### config.mk
export PLATFORM = sky130hd
export DESIGN_NAME = disp_convert_arbiter
export DESIGN_NICKNAME = d
export VERILOG_FILES = /design/src/rtl/disp_convert_arbiter.sv
export SDC_FILE = /design/constraint.sdc
export NUM_CORES = 1
export LEC_CHECK = 0
export ABC_AREA = 1
export CORE_ASPECT_RATIO = 0.6
export CORE_MARGIN = 5
export CORE_UTILIZATION = 30
export CTS_CLUSTER_SIZE = 16
export DETAILED_ROUTE_END_ITERATION = 10
export PLACE_DENSITY = 0.66
export SYNTH_ARGS = -nofsm -noshare
export SYNTH_HDL_FRONTEND = slang
export SYNTH_SLANG_ARGS = --single-unit
### constraint.sdc
create_clock -name clk -period 3.65 [get_ports clk]
set_input_delay 0.365 -clock clk [delete_from_list [all_inputs] [get_ports clk]]
set_output_delay 0.365 -clock clk [all_outputs]
set_load 0.01 [all_outputs]
### src/rtl/disp_convert_arbiter.sv
// Round-robin sharing of one float2fixed_3x displacement converter among NUM_REQ requesters,
// with a latency-matched tag pipeline and an in-order, credit-protected response FIFO.
module disp_convert_arbiter #(
    parameter int NUM_REQ             = 4,
    parameter int CONV_LATENCY        = 2,
    parameter int ID_WIDTH            = 8,
    parameter int FIFO_DEPTH          = 8,
    parameter int FLOAT_STRUCT_WIDTH  = 96,
    parameter int OFFSET_STRUCT_WIDTH = 48,
    localparam int SRC_W              = $clog2(NUM_REQ)
) (
    input  logic                               clk,
    input  logic                               rst,
    input  logic [NUM_REQ-1:0]                 req_valid,
    output logic [NUM_REQ-1:0]                 req_ready,
    input  logic [NUM_REQ*FLOAT_STRUCT_WIDTH-1:0]  req_disp,
    input  logic [NUM_REQ*OFFSET_STRUCT_WIDTH-1:0] req_offset,
    input  logic [NUM_REQ*ID_WIDTH-1:0]        req_id,
    output logic [FLOAT_STRUCT_WIDTH-1:0]      conv_disp,
    output logic [OFFSET_STRUCT_WIDTH-1:0]     conv_offset,
    input  logic [1:0]                         conv_cell_x,
    input  logic [1:0]                         conv_cell_y,
    input  logic [1:0]                         conv_cell_z,
    input  logic [OFFSET_STRUCT_WIDTH-1:0]     conv_result,
    output logic                               rsp_valid,
    input  logic                               rsp_ready,
    output logic [SRC_W-1:0]                   rsp_src,
    output logic [ID_WIDTH-1:0]                rsp_id,
    output logic [OFFSET_STRUCT_WIDTH-1:0]     rsp_offset,
    output logic [5:0]                         rsp_cell,
    output logic                               rsp_migrate,
    output logic                               busy
);

    localparam int PTR_W = (FIFO_DEPTH > 1) ? $clog2(FIFO_DEPTH) : 1;
    localparam int CNT_W = $clog2(FIFO_DEPTH + 1);

    logic [SRC_W-1:0]               r_rr_ptr;
    logic [FLOAT_STRUCT_WIDTH-1:0]  r_conv_disp;
    logic [OFFSET_STRUCT_WIDTH-1:0] r_conv_offset;
    logic [CONV_LATENCY:0]          r_vld_p;
    logic [SRC_W-1:0]               r_src_p [CONV_LATENCY+1];
    logic [ID_WIDTH-1:0]            r_id_p  [CONV_LATENCY+1];
    logic [CNT_W-1:0]               r_inflight;
    logic [CNT_W-1:0]               r_count;
    logic [PTR_W-1:0]               r_wr_ptr;
    logic [PTR_W-1:0]               r_rd_ptr;

    logic [SRC_W-1:0]               r_mem_src    [FIFO_DEPTH];
    logic [ID_WIDTH-1:0]            r_mem_id     [FIFO_DEPTH];
    logic [OFFSET_STRUCT_WIDTH-1:0] r_mem_offset [FIFO_DEPTH];
    logic [5:0]                     r_mem_cell   [FIFO_DEPTH];

    logic             w_grant_vld;
    logic [SRC_W-1:0] w_grant_idx;
    logic [SRC_W:0]   w_scan_idx;
    logic [SRC_W-1:0] w_next_ptr;
    logic             w_can_issue;
    logic             w_issue;
    logic             w_push;
    logic             w_pop;

    function automatic logic [PTR_W-1:0] ptr_inc(input logic [PTR_W-1:0] p);
        return (p == PTR_W'(FIFO_DEPTH - 1)) ? '0 : p + 1'b1;
    endfunction

    // Credit covers every request that will eventually occupy a FIFO slot.
    assign w_can_issue = ((CNT_W+1)'(r_inflight) + (CNT_W+1)'(r_count)) < (CNT_W+1)'(FIFO_DEPTH);

    always_comb begin
        w_grant_vld = 1'b0;
        w_grant_idx = '0;
        w_scan_idx  = '0;
        for (int i = 0; i < NUM_REQ; i++) begin
            w_scan_idx = {1'b0, r_rr_ptr} + (SRC_W+1)'(i);
            if (w_scan_idx >= (SRC_W+1)'(NUM_REQ)) begin
                w_scan_idx = w_scan_idx - (SRC_W+1)'(NUM_REQ);
            end
            if (!w_grant_vld && req_valid[w_scan_idx[SRC_W-1:0]]) begin
                w_grant_vld = 1'b1;
                w_grant_idx = w_scan_idx[SRC_W-1:0];
            end
        end
    end

    assign w_next_ptr = (w_grant_idx == SRC_W'(NUM_REQ - 1)) ? '0 : w_grant_idx + 1'b1;
    assign w_issue    = !rst && w_can_issue && w_grant_vld;

    always_comb begin
        req_ready = '0;
        if (w_issue) begin
            req_ready[w_grant_idx] = 1'b1;
        end
    end

    assign w_push = r_vld_p[CONV_LATENCY];
    assign w_pop  = rsp_valid && rsp_ready;

    // Stage p0: converter input register; p1..pN: tag alignment with converter latency.
    always_ff @(posedge clk) begin
        if (rst) begin
            r_rr_ptr      <= '0;
            r_conv_disp   <= '0;
            r_conv_offset <= '0;
            r_vld_p       <= '0;
            r_inflight    <= '0;
            r_count       <= '0;
            r_wr_ptr      <= '0;
            r_rd_ptr      <= '0;
        end else begin
            if (w_issue) begin
                r_rr_ptr      <= w_next_ptr;
                r_conv_disp   <= req_disp[w_grant_idx*FLOAT_STRUCT_WIDTH +: FLOAT_STRUCT_WIDTH];
                r_conv_offset <= req_offset[w_grant_idx*OFFSET_STRUCT_WIDTH +: OFFSET_STRUCT_WIDTH];
            end
            r_vld_p    <= {r_vld_p[CONV_LATENCY-1:0], w_issue};
            r_inflight <= r_inflight + CNT_W'(w_issue) - CNT_W'(w_push);
            if (w_push) r_wr_ptr <= ptr_inc(r_wr_ptr);
            if (w_pop)  r_rd_ptr <= ptr_inc(r_rd_ptr);
            case ({w_push, w_pop})
                2'b10:   r_count <= r_count + 1'b1;
                2'b01:   r_count <= r_count - 1'b1;
                default: r_count <= r_count;
            endcase
        end
    end

    always_ff @(posedge clk) begin
        r_src_p[0] <= w_grant_idx;
        r_id_p[0]  <= req_id[w_grant_idx*ID_WIDTH +: ID_WIDTH];
        for (int k = 1; k <= CONV_LATENCY; k++) begin
            r_src_p[k] <= r_src_p[k-1];
            r_id_p[k]  <= r_id_p[k-1];
        end
        if (w_push) begin
            r_mem_src[r_wr_ptr]    <= r_src_p[CONV_LATENCY];
            r_mem_id[r_wr_ptr]     <= r_id_p[CONV_LATENCY];
            r_mem_offset[r_wr_ptr] <= conv_result;
            r_mem_cell[r_wr_ptr]   <= {conv_cell_z, conv_cell_y, conv_cell_x};
        end
    end

    always_ff @(posedge clk) begin
        if (!rst) begin
            assert (!(w_push && r_count == CNT_W'(FIFO_DEPTH)));
        end
    end

    assign conv_disp   = r_conv_disp;
    assign conv_offset = r_conv_offset;
    assign rsp_valid   = (r_count != '0);
    assign rsp_src     = r_mem_src[r_rd_ptr];
    assign rsp_id      = r_mem_id[r_rd_ptr];
    assign rsp_offset  = r_mem_offset[r_rd_ptr];
    assign rsp_cell    = r_mem_cell[r_rd_ptr];
    // 2'b01 encodes "same cell"; anything else means the particle crossed a boundary.
    assign rsp_migrate = (rsp_cell[1:0] != 2'b01) || (rsp_cell[3:2] != 2'b01) || (rsp_cell[5:4] != 2'b01);
    assign busy        = (r_inflight != '0) || (r_count != '0);

endmodule

==> out/qor.csv, run 1 <==
metric,value,unit
fmax,0.287,GHz
antenna_found_initial,40,
cp-start-kind,flip-flop,
wl_met2,67.5,mm
start_util,0.303,
crit_chain,buf_16 > buf_6 > o21ai_0 > o22ai_1 > nor2_1 > a31oi_1 > clkdlybuf4s50_1,
p_leak,0.0171,uW
remaining_drc_errors,0,
grt_max_degree,149,
required,3.28,ns
relSlewSlack,0.339,
rsz0062_at_grt,no,
cts_root_buf,clkbuf_16,
finalMaxSlewViolations,0,
chipWidth,431,um
synth-seq-area-share,0.604,
grt-ovfl-total,0,
crit_slowest_cell,clkdlybuf4s50_1,
final-hold-violation-count,0,
clkSinkCount,708,
cts_buffer_depth,3,
outcome,finished clean,
cp_data_arrival_time,3.12,ns
totalNegativeSetupSlack,0,ns
finalCritPeriodShare,0.955,
core_area,0.105,mm^2
crit_path_end,rsp_offset[0],
drtIter0Drc,3054,
synth_area_leader_cell,edfxtp_1,
routed.top_layer,met5,
r2r_slack,0.83,ns
critical_path_buf_inv_count,3,
synth.cell_area,0.0320,mm^2
dr.pass1.iters,5,
cp_slowest_stage_delay,0.64,ns
synth_seq_cells,708,
async_flop_share,0,
grt_usage,0.241,
drive_gt1_frac,0.0567,
area_delta_synth_final,41.2,%
max_cap_viol_count,0,
final_nets,4917,
ir_drop,1300,uV
p_total,41100,uW
wirelength,142,mm
grt_pass1_vias,27600,
hold_path.class,flip-flop to flip-flop,
period_minus_slack,3.49,ns
synth.distinct_cells,39,
yosys_warnings,0,
wl_met3,11.6,mm
critPathTopFamily,buffers and inverters,
synth_edf_count,512,
io_buffer_count,883,
path_depth,7,
clock_latency,0.66,ns
path_clk_slew,0.06,ns
syn_avg_cell_area,9.24,um^2
routabilityCongestion,0.987,
wl_per_cell,24.9,um
die-area,0.113,mm^2
reg2reg_to,conv_offset[12],
htree_levels,3,
drt-vias-per-instance,5.13,
worst_pin_slew,0.991,ns
grt_pass1_wl,201,mm
syn_inst,3457,
wl_met1,57.4,mm
syn_nets,4147,
rr_startpoint,r_rr_ptr[0],
rows,92,
path_max_fanout,82,
synth_ff_type,edfxtp_1,
ant_nets,0,
synth.area.top_cells,"edfxtp_1 48%, nand3_1 13%, dfxtp_1 12%, nand2_1 6.4%, nor2_1 5.6%",
dp_hpwl,103,mm
vias,29300,
worstSetupEndpointType,primary output,
critical_path_class,flip-flop to primary output,
pwr_density_cell,911,mW/mm^2
fin_worst_skew,0.0369,ns
rr_worst_depth,14,
cts_buffers,70,
cts_tree,done,
die_h,263,um
setup_viol,0,
ios,884,
synth_top_area_share,0.481,
==> state kept, by name, indices dropped and copies added (netlist names), named ones only <==
signal / flops
r_mem_offset: 384
conv_disp: 96
r_mem_id: 64
conv_offset: 48
r_mem_cell: 48
r_id_p: 24
r_mem_src: 16
r_src_p: 6
r_count: 4
r_inflight: 4
r_rd_ptr: 3
r_vld_p: 3
r_wr_ptr: 3
r_rr_ptr: 2
==> routing by layer <==
metal  up-vias  GRT usage
met2      1355      0.393
met1     14100      0.310
met3       234     0.0591
met4         8     0.0891
met5         -          0
li1      13600          -
==> cell families (layout without fill, tap and decap cells) <==
family                     after synthesis  after routing  share of synthesized area
buffers and inverters                  409           1237                     0.0535
adders and majority gates               21             21                    0.00869
xor gates and xnor gates                 4              4                    0.00110
DFF                                    708            708                      0.604
AOI/OAI and AO/OA                      437            437                     0.0749
other                                    0             22                          0
and+or+nand+nor                       1878           1878                      0.258
==> stage by stage <==
step | worst slack [ns] | instance area, um^2 | utilization | std cells | hold slack [ns]
2_1_floorplan | -0.264 | 32000 | - | 3457 | 0.310
3_3_place_gp | 0.354 | 42500 | 0.403 | 5562 | 0.311
3_5_place_dp | 0.303 | 42500 | 0.403 | 5562 | 0.312
4_1_cts | 0.0162 | 45000 | 0.428 | 5694 | 0.286
5_1_grt | 0.0143 | 45100 | 0.428 | 5710 | 0.320
6_report | 0.164 | 45100 | 0.428 | 5717 | 0.322
==> cells in the final DEF (no fill, tap or decap), types with 3 or more instances in the layout <==
master           synthesis  routed
ha_1                    19      19
edfxtp_1               512     512
clkbuf_8                 0       9
clkbuf_1               151      10
o21ai_0                268     268
dfxtp_4                  0       3
o21ai_1                 15      15
dlymetal6s2s_1           0       3
diode_2                  0      22
clkinv_4                 0       3
clkdlybuf4s50_1          0     880
clkinvlp_4               0       7
inv_1                  128     124
nand3_1                816     816
nand3b_1                28      28
buf_4                    7      62
nor2_1                 478     469
clkbuf_16                0      70
clkinv_1                 1       3
nand2_1                542     541
buf_12                   0      23
a21oi_1                  9       9
clkinv_16                0       4
dfxtp_1                196     192
o211ai_1                 8       8
o22ai_1                 67      67
bufinv_16                0       9
inv_6                    0       3
o21a_1                   3       3
nor2_4                   1       9
clkinv_2                 0      12
nand2_8                  0       4
a31oi_1                 61      61
==> report_power, final <==
group	total, uW	leakage [uW]	switching, uW	internal (uW)
clock network	7860	0.00121	3410	4450
logic	22700	0.00966	14800	7900
registers	10600	0.00624	753	9840
total	41100	0.0171	18900	22200
==> worst min path at each step <==
stage / from / to / slack [ns] / depth (start not counted)
final: r_id_p[0][6] / r_id_p[0][14] / 0.32 / 0
after global routing: req_id[23] / r_id_p[0][7] / 0.32 / 3
after CTS: req_id[23] / r_id_p[0][7] / 0.29 / 3
after detailed placement: r_src_p[0][1] / r_src_p[0][3] / 0.31 / 0
after global placement: r_src_p[0][2] / r_src_p[0][4] / 0.31 / 0
after floorplan: r_id_p[0][2] / r_id_p[0][10] / 0.31 / 0
==> synthesized netlist by cell type (2+ instances only) <==
cell / number
buf_4: 7
xor2_1: 2
dfxtp_1: 196
o211ai_1: 8
buf_1: 17
a31oi_1: 61
inv_2: 3
a21oi_1: 9
nand2_1: 542
o21ai_1: 15
o22ai_1: 67
nor2_1: 478
buf_2: 98
nand3_1: 816
fa_1: 2
inv_1: 128
o21ai_0: 268
a211oi_1: 2
nand3b_1: 28
edfxtp_1: 512
nor4_1: 2
nand4_1: 2
nand3_2: 2
o21a_1: 3
ha_1: 19
clkbuf_1: 151
xnor2_1: 2
buf_6: 3
nand2_4: 4
==> timing repair <==
action	in CTS	in global routing
setup buffers	1	1
cloned	1	0
gates resized for setup	6	10
endpoints found under the setup margin	24	23
hold buffers	0	0
==> final cells by class <==
class                      count  area, um^2
timing repair buffer         974        9900
antenna                       22        55.1
multi-input combinational   2340       11100
sequential                   708       19300
clock buffer                  89        1910
inverter                     133         531
fill                       10100       60200
clock inverter                41         597
tap                         1410        1760
Note: power is estimated with default switching activity, not from simulation.
==> inputs of run 2 (changes only) <==
--- a/config.mk
+++ b/config.mk
@@ -6,12 +6,12 @@
 export NUM_CORES = 1
 export LEC_CHECK = 0
 export ABC_AREA = 1
-export CORE_ASPECT_RATIO = 0.6
-export CORE_MARGIN = 5
-export CORE_UTILIZATION = 30
+export CORE_AREA = 5 5 338 340
 export CTS_CLUSTER_SIZE = 16
 export DETAILED_ROUTE_END_ITERATION = 10
-export PLACE_DENSITY = 0.66
+export DIE_AREA = 0 0 343 345
+export PLACE_DENSITY = 0.65
 export SYNTH_ARGS = -nofsm -noshare
 export SYNTH_HDL_FRONTEND = slang
 export SYNTH_SLANG_ARGS = --single-unit
+export TNS_END_PERCENT = 100
==> run 2 against run 1 <==
Net effect:
- clock skew is 0.0082 ns higher
- cell count is 2.0% higher
- cell area is 0.51% higher
- hold slack worse by 0.0039 ns
- maximum frequency hardly changed
- sequential cell count stayed put
- largest power group unchanged
==> out/qor.csv, run 2 (synthesized netlist as in run 1, its figures left out) <==
metric,value,unit,change
clkSinkCount,708,,unchanged
grt_usage,0.248,,+0.00705
area_delta_synth_final,41.9,%,
dp_hpwl,112,mm,+8.0%
core_area,0.111,mm^2,+5.6%
die-area,0.118,mm^2,+4.4%
wirelength,154,mm,+8.4%
relSlewSlack,0.267,,-0.0719
die_h,345,um,+31%
path_clk_slew,0.06,ns,about the same
hold_path.class,flip-flop to flip-flop,,
worst_pin_slew,1.10,ns,+0.108 ns
grt_pass1_wl,211,mm,+4.7%
max_cap_viol_count,0,,unchanged
vias,29700,,+1.2%
final_cell_mix,"883 x clkdlybuf4s50_1, 816 x nand3_1, 540 x nand2_1",,
required,3.28,ns,about the same
fin_worst_skew,0.0451,ns,+0.00819 ns
wl_per_cell,26.5,um,+6.3%
regMostFlops,r_mem_offset,,
cts_root_buf,clkbuf_16,,
stdcell_count,5831,,+2.0%
fillCellCount,10800,,+6.6%
setup_viol,0,,unchanged
outcome,finished clean,,
grt-ovfl-total,0,,unchanged
ant_nets,0,,unchanged
finalCritPeriodShare,0.954,,about the same
period_minus_slack,3.48,ns,-0.00233 ns
cts_tree,done,,
totalNegativeSetupSlack,0,ns,unchanged
cp-start-kind,flip-flop,,
start_util,0.287,,-0.0162
grt_max_degree,161,,+8.1%
multi_input_area,0.0111,mm^2,+0.34%
dr.pass1.iters,5,,unchanged
remaining_drc_errors,0,,unchanged
seq_area,0.0193,mm^2,unchanged
path_max_fanout,8,,-90%
hold_slack,0.318,ns,-0.00390 ns
dpl_worst_slack,0.193,ns,-0.110 ns
cts_buffers,80,,+14%
largest_reg_flops,384,,unchanged
cts_hold_buf,0,,unchanged
p_leak,0.0171,uW,-0.15%
mostFrequentLayoutCell,clkdlybuf4s50_1,,
htree_levels,3,,unchanged
antenna_found_initial,78,,+95%
rsz0062_at_grt,no,,
cts_buffer_depth,3,,unchanged
fmax,0.287,GHz,about the same
fin_ws,0.166,ns,+0.00233 ns
final-hold-violation-count,0,,unchanged
drtIter0Drc,2978,,-2.5%
io_buffer_count,883,,unchanged
drive_gt1_frac,0.0536,,-0.00313
finalMaxSlewViolations,0,,unchanged
dpl.cell_count,5640,,+1.4%
grt_pass1_vias,27800,,+1.0%
ir_drop,1460,uV,+12%
chipWidth,343,um,-20%
drt-vias-per-instance,5.09,,-0.78%
final_nets,4917,,unchanged
pwr_density_cell,940,mW/mm^2,+3.1%
critical_path_class,flip-flop to primary output,,
cp_data_arrival_time,3.12,ns,about the same
rows,123,,+34%
ios,884,,unchanged
clock_latency,0.65,ns,about the same
routabilityCongestion,0.937,,-5.0%
worstSetupEndpointType,primary output,,
[run 2: repair_timing]
| action | in CTS | in global routing |
|---|---|---|
| pin swaps | 0 | 3 |
| setup buffers | 0 | 4 |
| setup endpoints to repair | 4 | 7 |
| resized for setup | 6 | 10 |
| gates cloned | 0 | 1 |
[run 2: metrics by stage]
stage	util	total power, uW	cell area [um^2]
floorplan	-	23500	32000
global placement	0.382	34200	42500
detailed placement	0.382	34300	42500
global route	0.407	45300	45300
finish	0.408	42600	45400
CTS	0.406	42600	45200
[run 2: final timing paths]
| path | start | to | slack (ns) | cells past startpoint |
|---|---|---|---|---|
| worst min register to register | r_src_p[0][3] | r_src_p[0][5] | 0.32 | 0 |
| worst max-delay path | r_rr_ptr[0] | req_ready[2] | 0.17 | 15 |
| worst min-delay path | r_src_p[0][3] | r_src_p[0][5] | 0.32 | 0 |
| worst max register to register | r_rr_ptr[0] | conv_offset[6] | 0.71 | 14 |
[run 2: layout make-up]
type	instances	share of cell area
multi-input cells	2341	0.245
well taps	1500	0.0414
repair buffers	963	0.216
inverters	133	0.0118
flip-flops and latches	708	0.426
clock inverters	35	0.00935
diodes	38	0.00210
clock buffers	113	0.0489
[run 2: critical path: stages, from the launching register on]
cell             delay, ns
dfxtp_4               0.36
buf_4                 0.16
nand2_1               0.06
nand2_1               0.09
nand2_1               0.08
nand2_1               0.08
nor2_4                0.16
nand3_4               0.12
nand3_2               0.13
nand2_8               0.09
inv_8                 0.11
ha_1                  0.15
inv_1                 0.06
nor2_4                0.15
buf_4                 0.13
clkdlybuf4s50_1       0.52
[run 2: layer usage]
metal,global-route usage,vias up,routed length [um]
li1,-,13600,-
met1,0.306,14300,58800
met2,0.384,1445,68800
met3,0.129,263,22500
met4,0.0590,56,3920
met5,0,-,383
[run 2: where the power goes]
part           internal [uW]  total, uW  leakage, uW  switching (uW)
sequential              9850      10500      0.00624             662
combinational           8000      24000      0.00956           16000
clock                   4710       8120      0.00128            3410
